==> src/rtl/mem_arbiter_pkg.sv <==
// mem_arbiter_pkg
// Shared types for the instruction/data memory arbiter.
//   mem_slot_type : one pending request (busy flag plus the bus payload)
//   arb_state_e   : arbiter FSM states
//   INSTR / DATA  : grant encoding used by the round-robin pointer
package mem_arbiter_pkg;

   localparam int unsigned MEM_ADDR_W = 32;
   localparam int unsigned MEM_DATA_W = 32;
   localparam int unsigned MEM_STRB_W = MEM_DATA_W / 8;

   typedef struct packed {
      logic                  busy;
      logic                  instr;
      logic [MEM_ADDR_W-1:0] addr;
      logic [MEM_DATA_W-1:0] wdata;
      logic [MEM_STRB_W-1:0] wstrb;
   } mem_slot_type;

   typedef enum logic [1:0] {
      IDLE    = 2'd0,
      GRANT_I = 2'd1,
      GRANT_D = 2'd2
   } arb_state_e;

   localparam logic INSTR = 1'b0;
   localparam logic DATA  = 1'b1;

endpackage

==> src/rtl/mem_arbiter_slot.sv <==
// mem_arbiter_slot
// One pending-request register for one side of the arbiter.
// A valid request loads the slot unless it is still occupied. Occupied means
// busy and not being released by the arbiter on this same edge. A request
// that hits an occupied slot is dropped and raises the sticky overrun flag.
// Ports:
//   clock, reset          : clock, synchronous active-low reset
//   valid_i .. wstrb_i    : request from the cpu side
//   free_i                : arbiter completes this slot on the current edge
//   slot_o                : registered slot contents
//   overrun_o             : sticky dropped-request flag
module mem_arbiter_slot
   import mem_arbiter_pkg::*;
(
   input  logic                  clock,
   input  logic                  reset,
   input  logic                  valid_i,
   input  logic                  instr_i,
   input  logic [MEM_ADDR_W-1:0] addr_i,
   input  logic [MEM_DATA_W-1:0] wdata_i,
   input  logic [MEM_STRB_W-1:0] wstrb_i,
   input  logic                  free_i,
   output mem_slot_type          slot_o,
   output logic                  overrun_o
);

   mem_slot_type slot_q, slot_d;
   logic         overrun_q, overrun_d;

   always_comb begin
      slot_d    = slot_q;
      overrun_d = overrun_q;
      if (free_i) begin
         slot_d.busy = 1'b0;
      end
      if (valid_i) begin
         // A slot released on this edge can be reloaded on the same edge.
         if (slot_q.busy && !free_i) begin
            overrun_d = 1'b1;
         end else begin
            slot_d.busy  = 1'b1;
            slot_d.instr = instr_i;
            slot_d.addr  = addr_i;
            slot_d.wdata = wdata_i;
            slot_d.wstrb = wstrb_i;
         end
      end
   end

   always_ff @(posedge clock) begin
      if (!reset) begin
         slot_q    <= '0;
         overrun_q <= 1'b0;
      end else begin
         slot_q    <= slot_d;
         overrun_q <= overrun_d;
      end
   end

   assign slot_o    = slot_q;
   assign overrun_o = overrun_q;

endmodule

==> src/rtl/mem_arbiter.sv <==
// mem_arbiter
// Merges the cpu instruction and data memory ports onto one shared memory
// port. Each side's request is held in a pending slot. The two slots are
// granted round-robin. A response returns to its requester as a one-cycle
// ready pulse with the registered read data.
// Ports:
//   clock, reset                 : clock, synchronous active-low reset
//   imemory_* (valid..wstrb in)  : instruction-side request
//   imemory_rdata/ready (out)    : instruction-side response
//   dmemory_* / dmemory_rdata/ready : data-side request / response
//   memory_* (valid..wstrb out)  : shared bus request (registered)
//   memory_rdata/ready (in)      : shared bus response
//   overrun                      : sticky, a request hit an occupied slot
module mem_arbiter
   import mem_arbiter_pkg::*;
#(
   parameter int unsigned ADDR_WIDTH = MEM_ADDR_W,
   parameter int unsigned DATA_WIDTH = MEM_DATA_W
) (
   input  logic                    reset,
   input  logic                    clock,
   input  logic                    imemory_valid,
   input  logic                    imemory_instr,
   input  logic [ADDR_WIDTH-1:0]   imemory_addr,
   input  logic [DATA_WIDTH-1:0]   imemory_wdata,
   input  logic [DATA_WIDTH/8-1:0] imemory_wstrb,
   output logic [DATA_WIDTH-1:0]   imemory_rdata,
   output logic                    imemory_ready,
   input  logic                    dmemory_valid,
   input  logic                    dmemory_instr,
   input  logic [ADDR_WIDTH-1:0]   dmemory_addr,
   input  logic [DATA_WIDTH-1:0]   dmemory_wdata,
   input  logic [DATA_WIDTH/8-1:0] dmemory_wstrb,
   output logic [DATA_WIDTH-1:0]   dmemory_rdata,
   output logic                    dmemory_ready,
   output logic                    memory_valid,
   output logic                    memory_instr,
   output logic [ADDR_WIDTH-1:0]   memory_addr,
   output logic [DATA_WIDTH-1:0]   memory_wdata,
   output logic [DATA_WIDTH/8-1:0] memory_wstrb,
   input  logic [DATA_WIDTH-1:0]   memory_rdata,
   input  logic                    memory_ready,
   output logic                    overrun
);

   mem_slot_type islot, dslot;
   logic         ifree, dfree;
   logic         iovr, dovr;

   arb_state_e              state_q;
   logic                    last_grant_q;
   logic                    mem_valid_q;
   logic                    mem_instr_q;
   logic [ADDR_WIDTH-1:0]   mem_addr_q;
   logic [DATA_WIDTH-1:0]   mem_wdata_q;
   logic [DATA_WIDTH/8-1:0] mem_wstrb_q;
   logic [DATA_WIDTH-1:0]   irdata_q, drdata_q;
   logic                    iready_q, dready_q;

   // A slot is released on the edge its granted transaction completes.
   assign ifree = (state_q == GRANT_I) && memory_ready;
   assign dfree = (state_q == GRANT_D) && memory_ready;

   mem_arbiter_slot u_islot (
      .clock     (clock),
      .reset     (reset),
      .valid_i   (imemory_valid),
      .instr_i   (imemory_instr),
      .addr_i    (imemory_addr),
      .wdata_i   (imemory_wdata),
      .wstrb_i   (imemory_wstrb),
      .free_i    (ifree),
      .slot_o    (islot),
      .overrun_o (iovr)
   );

   mem_arbiter_slot u_dslot (
      .clock     (clock),
      .reset     (reset),
      .valid_i   (dmemory_valid),
      .instr_i   (dmemory_instr),
      .addr_i    (dmemory_addr),
      .wdata_i   (dmemory_wdata),
      .wstrb_i   (dmemory_wstrb),
      .free_i    (dfree),
      .slot_o    (dslot),
      .overrun_o (dovr)
   );

   always_ff @(posedge clock) begin
      if (!reset) begin
         state_q      <= IDLE;
         last_grant_q <= INSTR;
         mem_valid_q  <= 1'b0;
         mem_instr_q  <= 1'b0;
         mem_addr_q   <= '0;
         mem_wdata_q  <= '0;
         mem_wstrb_q  <= '0;
         irdata_q     <= '0;
         drdata_q     <= '0;
         iready_q     <= 1'b0;
         dready_q     <= 1'b0;
      end else begin
         iready_q <= 1'b0;
         dready_q <= 1'b0;
         case (state_q)
            IDLE: begin
               // The instruction side wins when it is alone, or when both
               // are waiting and data won last time. last_grant tracks every
               // winner, so contention alternates.
               if (islot.busy && (!dslot.busy || last_grant_q == DATA)) begin
                  state_q      <= GRANT_I;
                  last_grant_q <= INSTR;
                  mem_valid_q  <= 1'b1;
                  mem_instr_q  <= islot.instr;
                  mem_addr_q   <= islot.addr;
                  mem_wdata_q  <= islot.wdata;
                  mem_wstrb_q  <= islot.wstrb;
               end else if (dslot.busy) begin
                  state_q      <= GRANT_D;
                  last_grant_q <= DATA;
                  mem_valid_q  <= 1'b1;
                  mem_instr_q  <= dslot.instr;
                  mem_addr_q   <= dslot.addr;
                  mem_wdata_q  <= dslot.wdata;
                  mem_wstrb_q  <= dslot.wstrb;
               end
            end
            GRANT_I: begin
               if (memory_ready) begin
                  state_q     <= IDLE;
                  mem_valid_q <= 1'b0;
                  irdata_q    <= memory_rdata;
                  iready_q    <= 1'b1;
               end
            end
            GRANT_D: begin
               if (memory_ready) begin
                  state_q     <= IDLE;
                  mem_valid_q <= 1'b0;
                  drdata_q    <= memory_rdata;
                  dready_q    <= 1'b1;
               end
            end
            default: state_q <= IDLE;
         endcase
      end
   end

   assign memory_valid  = mem_valid_q;
   assign memory_instr  = mem_instr_q;
   assign memory_addr   = mem_addr_q;
   assign memory_wdata  = mem_wdata_q;
   assign memory_wstrb  = mem_wstrb_q;
   assign imemory_rdata = irdata_q;
   assign imemory_ready = iready_q;
   assign dmemory_rdata = drdata_q;
   assign dmemory_ready = dready_q;
   assign overrun       = iovr | dovr;

endmodule
==> config.mk <==
export PLATFORM = sky130hd
export DESIGN_NAME = mem_arbiter
export DESIGN_NICKNAME = d
export VERILOG_FILES = /design/src/rtl/mem_arbiter_pkg.sv /design/src/rtl/mem_arbiter_slot.sv /design/src/rtl/mem_arbiter.sv
export SDC_FILE = /design/constraint.sdc
export NUM_CORES = 1
export LEC_CHECK = 0
export CAP_MARGIN = 20
export CORE_MARGIN = 4
export CORE_UTILIZATION = 30
export CTS_BUF_LIST = sky130_fd_sc_hd__clkbuf_16
export DETAILED_ROUTE_END_ITERATION = 7
export PLACE_DENSITY_LB_ADDON = 0.05
export SLEW_MARGIN = 20
export SYNTH_ARGS = -nofsm -noshare
export SYNTH_HDL_FRONTEND = slang
export SYNTH_HIERARCHICAL = 1
export SYNTH_SLANG_ARGS = --single-unit
==> constraint.sdc <==
create_clock -name clock -period 3.85 [get_ports clock]
set_input_delay 0.77 -clock clock [delete_from_list [all_inputs] [get_ports clock]]
set_output_delay 0.77 -clock clock [all_outputs]
set_load 0.02 [all_outputs]
==> flow_summary.yaml, run 1 <==
clocking:
  cts.sinks: 281
  postCtsSetupRepairBufs: 0
  numCtsBuffers: 35
  cts_tree: "built"
  ctsHoldBuffers: 0
  root_buffer: "clkbuf_16"
  cts_htree_levels: 2
  cts_resized: 0
  clk_latency_ps: 500
  cts_max_path_buffers: 3
  clkTransAtPathRegs_ps: 50
timing:
  min_period_ps: 2460
  fin_setup_tns_ps: 0
  hold_viol_final: 0
  grt_setup_unrepaired: "false"
  tightest_slew_ps: 929
  clock.fmax_mhz: 407
  period_share: 0.638
  fin_worst_skew_ps: 16.2
  drv_slew: 0
  relSlewSlack: 0.380
  setup-violations-final: 0
logic_synthesis:
  postSynthAreaPerCell_um2: 8.59
  postSynthCellCount: 1326
  synth.distinct_cells: 30
  synth_seq_cells: 281
  yosysSeqAreaShare: 0.494
  synth_top_area_share: 0.494
  synthTopCellsByArea: "dfxtp_1 49%, nand2_1 14%, mux2i_1 12%, o21ai_0 4.3%, a31oi_1 3.8%"
  synthesis.area_mm2: 0.0114
  synth_top_area_cell: "dfxtp_1"
  yosysWarningCount: 6
  syn_nets: 1504
critical_path:
  ff2ff_setup_slack_ps: 1730
  crit_type: "register to primary output"
  worstPathArrival_ps: 1690
  endpoint_kind: "primary output"
  cpPeakStageDelay_ps: 580
  crit_start: "u_dslot/overrun_o"
  slowest_stage: "clkdlybuf4s50_1"
  ff2ff_path_depth: 4
  path_cells: "or2_2, clkdlybuf4s50_1"
  worstPathRequired_ps: 3080
  rr_endpoint: "memory_wdata[13]"
  crit_fanout: 2
  r2r-start: "u_islot/slot_o[69]"
  critPathLaunchType: "register"
placement:
  place_congestion: 0.714
  dp_hpwl_um: 23900
  io_buffer_count: 311
  dp_cells: 2050
hold_path:
  hold-path-endpoint: "dmemory_rdata[3]"
  holdCritStartpoint: "dmemory_rdata[3]"
  hold_class: "register to register"
  min_path_cells: 2
cells_and_area:
  area_growth_pct: 39.6
  diodes: 0
  drive_gt1_frac: 0.0500
  stdcell_count: 2112
  nets: 1754
  fillCellCount: 3823
floorplanning:
  die_w_um: 203
  fp-row-count: 71
  core_mm2: 0.0376
  initial_core_util: 0.303
  die_y_um: 203
  pin_count: 312
  die_area_mm2: 0.0412
job:
  drv_cap: 0
grt:
  grtUsageTotal: 0.171
  overflow: 0
  grt_pass1_vias: 9671
  grt_pass1_wl_um: 57100
  grt_start_max_net_pins: 112
  antenna_found_initial: 3
pwr:
  power_density_mw_per_mm2: 495
  p_leak_nw: 5.83
  ir_drop_uv: 235
routing:
  ant_nets: 0
  via_per_inst: 4.64
  vias: 9806
  drt_iter0_drc: 514
  finalWirelength_um: 36600
  drc: 0
  wl_per_cell_um: 17.3
  dr.pass1.iters: 5
run_status:
  status: "finished, final reports clean"
## cells by family (layout without fill, tap and decap cells)
group           after synthesis  after routing  share of synthesized area
buf+inv                     125            400                     0.0577
fa+ha+maj                     3              3                    0.00329
mux                         138            138                      0.121
compound gates              284            284                      0.148
simple gates                495            495                      0.176
flops                       281            281                      0.494
## area by class of cell
cell class              instances  area (µm²)  area share
flip-flops and latches        281        5630       0.354
multi-input cells             920        5130       0.323
repair buffers                333        3370       0.212
clock buffers                  37         926      0.0582
well taps                     511         639      0.0402
clock inverters                25         181      0.0114
inverters                       5        18.8     0.00118
## power breakdown
part	switching (W)	internal, W
Combinational	0.000749	0.000635
Clock	0.00125	0.00192
Sequential	0.000151	0.00315
## worst max path at each step
stage | to | slack (ps) | cells after the start
finish | overrun | 1390 | 2
global route | overrun | 1330 | 2
CTS | overrun | 1330 | 2
detailed placement | u_islot/slot_o[5] | 1100 | 7
global placement | u_islot/slot_o[17] | 1180 | 7
floorplan | u_islot/slot_o[49] | 1900 | 9
## registers in the layout (all words and copies together), names as in the netlist
name,flops
dmemory_rdata,32
dmemory_ready,1
imemory_rdata,32
imemory_ready,1
last_grant_q,1
memory_addr,32
memory_instr,1
memory_valid,1
memory_wdata,32
memory_wstrb,4
state_q,2
u_dslot/overrun_o,1
u_dslot/slot_o,70
u_islot/overrun_o,1
u_islot/slot_o,70
## Yosys cell counts, drive strengths merged
| master | instances |
|---|---|
| and3 | 2 |
| dfxtp | 281 |
| o211a | 1 |
| ha | 3 |
| a21boi | 65 |
| nand2b | 2 |
| clkbuf | 50 |
| o21ai | 140 |
| nand3 | 71 |
| o22ai | 2 |
| inv | 5 |
| o311ai | 1 |
| buf | 70 |
| a31oi | 69 |
| and2b | 1 |
| o21a | 3 |
| or2 | 1 |
| nor2b | 7 |
| mux2i | 138 |
| a21oi | 3 |
| nor2 | 1 |
| nand2 | 410 |
## critical path, delay by kind of cell, from the launching register on
kind | cells | cell delay [ps]
buf+inv | 1 | 580
flops | 1 | 310
simple gates | 1 | 290
## metrics by stage
step	worst slack [ps]	area [µm²]	hold WS (ps)	utilization	total power, W
2_1_floorplan	1900	11400	431	-	0.00410
3_3_place_gp	1180	14800	439	0.394	0.00477
3_5_place_dp	1100	14800	443	0.394	0.00477
4_1_cts	1330	15900	452	0.423	0.00800
5_1_grt	1330	15900	470	0.423	0.00825
6_report	1390	15900	447	0.423	0.00787
## cell usage in the layout, fill, tap and decap left out, types with 7 or more instances in the layout
cell type / instances
a21boi_0: 46
a21boi_1: 19
a31oi_1: 69
buf_12: 7
buf_4: 15
clkbuf_16: 37
clkdlybuf4s50_1: 310
clkinv_1: 11
dfxtp_1: 280
inv_1: 8
mux2i_1: 138
nand2_1: 410
nand3_1: 71
o21ai_0: 97
o21ai_1: 43
## layer usage
metal  up-vias  global-route usage  wire length (µm)
met3        45              0.0404              2050
met2       249               0.259             15900
met4         6              0.0356               583
li1       4986                   -                 -
met5         -                   0                41
met1      4520               0.248             17900
Power figures use the tool's default switching activity.
==> run 2, diff against run 1 <==
clock period = 2.3 ns   (was 3.85 ns; I/O delays follow)
==> run 2 against run 1 <==
Non-clock buffer count grew 14. Clock skew shrank 3.6 ps. Total power grew 66%. Sequential cell count is the same. Sequential share of layout area shrank 0.31 points. First-iteration DRC count shrank 14%. Worst hold slack lost 31 ps. Cell area grew 0.88%. Critical path type unchanged.
==> flow_summary.yaml, run 2 (synthesis results as in run 1) <==
clocking:
  cts_htree_levels: 2
  clkTransAtPathRegs_ps: 60
  cts_max_path_buffers: 3
  clk_latency_ps: 500
  numCtsBuffers: 34
  postCtsSetupRepairBufs: 0
  cts_resized: 0
  root_buffer: "clkbuf_16"
  cts.sinks: 281
  cts_tree: "built"
  ctsHoldBuffers: 0
grt:
  overflow: 0
  grt_start_max_net_pins: 71
  grt_pass1_wl_um: 56400
  grt_pass1_vias: 9706
  antenna_found_initial: 1
  grtUsageTotal: 0.169
routing:
  vias: 9874
  via_per_inst: 4.66
  wl_per_cell_um: 17.2
  ant_nets: 0
  drt_iter0_drc: 444
  finalWirelength_um: 36500
  drc: 0
  dr.pass1.iters: 5
timing:
  grt_setup_unrepaired: "false"
  fin_setup_tns_ps: 0
  clock.fmax_mhz: 458
  period_share: 0.949
  relSlewSlack: 0.580
  hold_viol_final: 0
  fin_worst_skew_ps: 12.6
  tightest_slew_ps: 630
  drv_slew: 0
  min_period_ps: 2180
  whs_ps: 416
  setup-violations-final: 0
critical_path:
  cp_top_family: "buffers and inverters"
  slowest_stage: "clkdlybuf4s50_1"
  ff2ff_path_depth: 4
  worst-path-buf-inv: 1
  ff2ff_setup_slack_ps: 640
  worstPathRequired_ps: 1840
  endpoint_kind: "primary output"
  critPathLaunchType: "register"
  rr_endpoint: "memory_wdata[18]"
  crit_type: "register to primary output"
  path_cells: "or2_2, clkdlybuf4s50_1"
  worstPathArrival_ps: 1720
  cpPeakStageDelay_ps: 590
  r2r-start: "u_dslot/slot_o[69]"
  crit_fanout: 2
  crit_start: "u_dslot/overrun_o"
cells_and_area:
  final_cell_mix: "410 x nand2_1, 310 x clkdlybuf4s50_1, 280 x dfxtp_1"
  stdcell_count: 2120
  diodes: 0
  area_growth_pct: 40.8
  final_common_cell: "nand2_1"
  nets: 1767
  fillCellCount: 3873
  drive_gt1_frac: 0.0572
hold_path:
  hold-path-endpoint: "u_islot/slot_o[69]"
  hold_class: "input port to register"
  holdCritStartpoint: "reset"
  min_path_cells: 2
placement:
  io_buffer_count: 311
  dp_hpwl_um: 24500
  dp_cells: 2064
  place_congestion: 0.728
pwr:
  p_leak_nw: 5.91
  power_density_mw_per_mm2: 813
  ir_drop_uv: 538
run_status:
  status: "finished, final reports clean"
floorplanning:
  core_mm2: 0.0376
  initial_core_util: 0.303
  die_w_um: 203
  die_y_um: 203
  fp-row-count: 71
  die_area_mm2: 0.0412
  pin_count: 312
job:
  drv_cap: 0
[run 2: cell types whose count changed in the layout (fill, tap and decap cells not counted)]
| cell | delta |
|---|---|
| buf_12 | +7 |
| buf_4 | +7 |
| clkinv_1 | -5 |
| bufinv_16 | -1 |
| clkinvlp_4 | -1 |
| inv_1 | +1 |
[run 2: worst reg2reg max path: stages (launching register included)]
cell and delay [ps]:
dfxtp_1 400, nand2b_4 460, buf_4 370, nand3_1 160, a31oi_1 190
[run 2: where the power goes]
| part | leakage (nW) | internal (W) | switching [W] | total [W] |
|---|---|---|---|---|
| clock | 0.547 | 0.00309 | 0.00203 | 0.00512 |
| sequential | 2.30 | 0.00528 | 0.000234 | 0.00551 |
| combinational | 3.06 | 0.00113 | 0.00129 | 0.00241 |
[run 2: worst max path at each step]
stage / endpoint / slack, ps / depth (start not counted)
2_1_floorplan: u_dslot/slot_o[49] / 560 / 11
3_3_place_gp: u_islot/slot_o[17] / 220 / 7
3_5_place_dp: u_islot/slot_o[61] / 170 / 7
4_1_cts: overrun / 70 / 2
5_1_grt: overrun / 80 / 2
6_report: overrun / 120 / 2
[run 2: metrics by stage]
stage	total power, W	utilization	worst slack [ps]	instance area (µm²)
after floorplan	0.00687	-	558	11400
final	0.0130	0.427	118	16000
after detailed placement	0.00806	0.399	166	15000
after global placement	0.00805	0.399	215	15000
after CTS	0.0133	0.427	71.2	16000
after global routing	0.0137	0.427	76.0	16000
[run 2: cell type report]
cell class / count / area [µm²] / area share
Clock inverter: 19 / 129 / 0.00803
Timing Repair Buffer: 347 / 3560 / 0.222
Tap cell: 511 / 639 / 0.0399
Inverter: 5 / 18.8 / 0.00117
Multi-Input combinational cell: 920 / 5130 / 0.320
Sequential cell: 281 / 5630 / 0.351
Clock buffer: 37 / 926 / 0.0577
[run 2: metal layers]
layer / global-route usage / wire length [µm]
met1: 0.242 / 17800
met2: 0.265 / 16100
met3: 0.0353 / 1960
met4: 0.0376 / 610
met5: 0 / 7
==> run 3, diff against run 2 <==
ABC_AREA = 1   (was default)
==> run 3 against run 2 <==
Fmax down 1.2%. Sequential power up 0.9%. Clock skew up 3.2 ps. Total power up 5.2%. Combinational power up 21%. Wire length up 16%. Via count up 22%. Critical path depth unchanged. First-iteration DRC count up 61%. Global-route usage up 1.1 points. Critical path type unchanged. Largest cell class unchanged. Highest routed layer unchanged.
==> flow_summary.yaml, run 3 <==
timing:
  setup-violations-final: 0
  whs_ps: 313
  fin_worst_skew_ps: 15.8
  relSlewSlack: 0.413
  fin_setup_tns_ps: 0
  hold_viol_final: 0
  min_period_ps: 2210
  grt_setup_unrepaired: "false"
  tightest_slew_ps: 881
  period_share: 0.960
  clock.fmax_mhz: 453
  drv_slew: 0
critical_path:
  slowest_stage: "clkdlybuf4s50_1"
  cp_top_family: "buffers and inverters"
  crit_type: "register to primary output"
  worst-path-buf-inv: 1
  crit_fanout: 2
  cp.depth: 2
  rr_endpoint: "memory_wstrb[0]"
  r2r-start: "u_dslot/slot_o[69]"
  cpPeakStageDelay_ps: 610
  worstPathRequired_ps: 1840
  path_cells: "or2_2, clkdlybuf4s50_1"
  worstPathArrival_ps: 1750
  endpoint_kind: "primary output"
  ff2ff_setup_slack_ps: 330
  crit_path_end: "overrun"
  ff2ff_path_depth: 6
  critPathLaunchType: "register"
  crit_start: "u_dslot/overrun_o"
cells_and_area:
  final_cell_mix: "340 x nor2_1, 308 x clkdlybuf4s50_1, 280 x dfxtp_1"
  final_common_cell: "nor2_1"
  post-route-cell-area_mm2: 0.0170
  multiInputGateArea_mm2: 0.00544
  fillCellCount: 4409
  drive_gt1_frac: 0.0761
  register_area_mm2: 0.00563
  nets: 2192
  area_growth_pct: 35.5
routing:
  wl_per_cell_um: 16.5
  via_per_inst: 4.68
  wl_met2_um: 18300
  drt_iter0_drc: 714
  finalWirelength_um: 42300
  top_layer: "met5"
  dr.pass1.iters: 4
  wl_met1_um: 20400
  vias: 12000
  met3WireLength_um: 2590
  ant_nets: 0
  drc: 0
logic_synthesis:
  postSynthAreaPerCell_um2: 7.03
  synthesis.area_mm2: 0.0125
  synth_top_family_by_area: "simple AND/OR/NAND/NOR gates"
  synth_fa_ha_area_frac: 0.00300
  synthXorXnorAreaFrac: 0
  synthTopCellsByCount: "340 x nor2_1, 281 x dfxtp_1, 224 x nand2_1, 214 x a21oi_1, 212 x nand3_1"
  synth.area.mux_share: 0
  yosysWarningCount: 6
  postSynthCellCount: 1783
  async_flop_share: 0
  syn_nets: 1961
  yosysMostFrequentCell: "nor2_1"
  synth.distinct_cells: 23
  yosysSeqAreaShare: 0.449
  ys.flop_type: "dfxtp_1"
  synthTopCellsByArea: "dfxtp_1 45%, nor2_1 10%, a21oi_1 8.5%, nand3_1 8.5%, nand2_1 6.7%"
  synth-edff-count: 0
  synth-compound-area-share: 0.139
  synth_seq_cells: 281
  yosys.area_share.simple: 0.290
  synth_top_area_cell: "dfxtp_1"
  synth_top_area_share: 0.449
placement:
  io_buffer_count: 311
  place_congestion: 0.760
  dp_hpwl_um: 27000
  placed_area_mm2: 0.0159
clocking:
  clkTransAtPathRegs_ps: 60
  numCtsBuffers: 35
  clk_latency_ps: 530
  cts_max_path_buffers: 3
  ctsHoldBuffers: 0
  postCtsSetupRepairBufs: 0
  cts_resized: 0
  cts_htree_levels: 2
  cts.sinks: 281
  cts_tree: "built"
  root_buffer: "clkbuf_16"
floorplanning:
  fp-row-count: 74
  die_area_mm2: 0.0451
  die_y_um: 212
  core_mm2: 0.0410
  initial_core_util: 0.305
  die_w_um: 212
  pin_count: 312
grt:
  grt_pass1_vias: 11500
  grt_start_max_net_pins: 78
  grt_pass1_wl_um: 65800
  antenna_found_initial: 4
  overflow: 0
  grtUsageTotal: 0.181
pwr:
  p_leak_nw: 7.47
  power_density_mw_per_mm2: 808
  ir_drop_uv: 409
job:
  drv_cap: 0
run_status:
  status: "finished, final reports clean"
hold_path:
  hold_class: "input port to register"
run 3: cells by family (layout without fill, tap and decap cells):
group / Yosys count / count (layout)
AO/OA/AOI/OAI: 347 / 347
flip-flops: 281 / 281
buffers and inverters: 306 / 559
other: 0 / 1
AND/OR/NAND/NOR: 846 / 846
adder cells (fa/ha/maj): 3 / 3
run 3: layout make-up:
class | count | share of cell area
repair buffers | 344 | 0.211
well taps | 532 | 0.0392
flip-flops and latches | 281 | 0.332
inverters | 156 | 0.0345
clock buffers | 37 | 0.0545
diodes | 1 | 0.000147
multi-input cells | 1196 | 0.320
clock inverters | 22 | 0.00877
run 3: routing by layer:
layer | vias up | track usage
met5 | - | 0
met4 | 6 | 0.0522
met3 | 59 | 0.0412
met2 | 283 | 0.275
met1 | 5526 | 0.257
li1 | 6143 | -
run 3: worst register-to-register path, stage by stage (launching register included):
cell and delay [ps]:
dfxtp_1 530, inv_2 110, nand2_4 290, nand2_4 320, buf_12 320, o21ai_1 230
nor2_1 60
run 3: worst min path at each step:
stage | endpoint | slack, ps | cells past startpoint | from
2_1_floorplan | u_islot/overrun_o | 420 | 2 | u_islot/overrun_o
3_3_place_gp | u_islot/overrun_o | 430 | 2 | u_islot/overrun_o
3_5_place_dp | u_islot/overrun_o | 440 | 2 | u_islot/overrun_o
4_1_cts | u_dslot/slot_o[33] | 290 | 3 | reset
5_1_grt | u_dslot/slot_o[34] | 310 | 3 | reset
6_report | u_islot/slot_o[32] | 310 | 3 | reset
run 3: metrics by stage:
| stage | utilization | total power (W) | setup slack (ps) | cells |
|---|---|---|---|---|
| after floorplan | - | 0.00738 | 594 | 1783 |
| after global placement | 0.388 | 0.00860 | 300 | 2509 |
| after detailed placement | 0.388 | 0.00862 | 301 | 2509 |
| after CTS | 0.414 | 0.0139 | 22.7 | 2568 |
| after global routing | 0.414 | 0.0145 | 16.1 | 2568 |
| final | 0.414 | 0.0137 | 92.1 | 2569 |
run 3: power breakdown:
group	switching, W	internal, W
sequential	0.000249	0.00531
combinational	0.00165	0.00126
clock	0.00214	0.00311
total	0.00404	0.00968
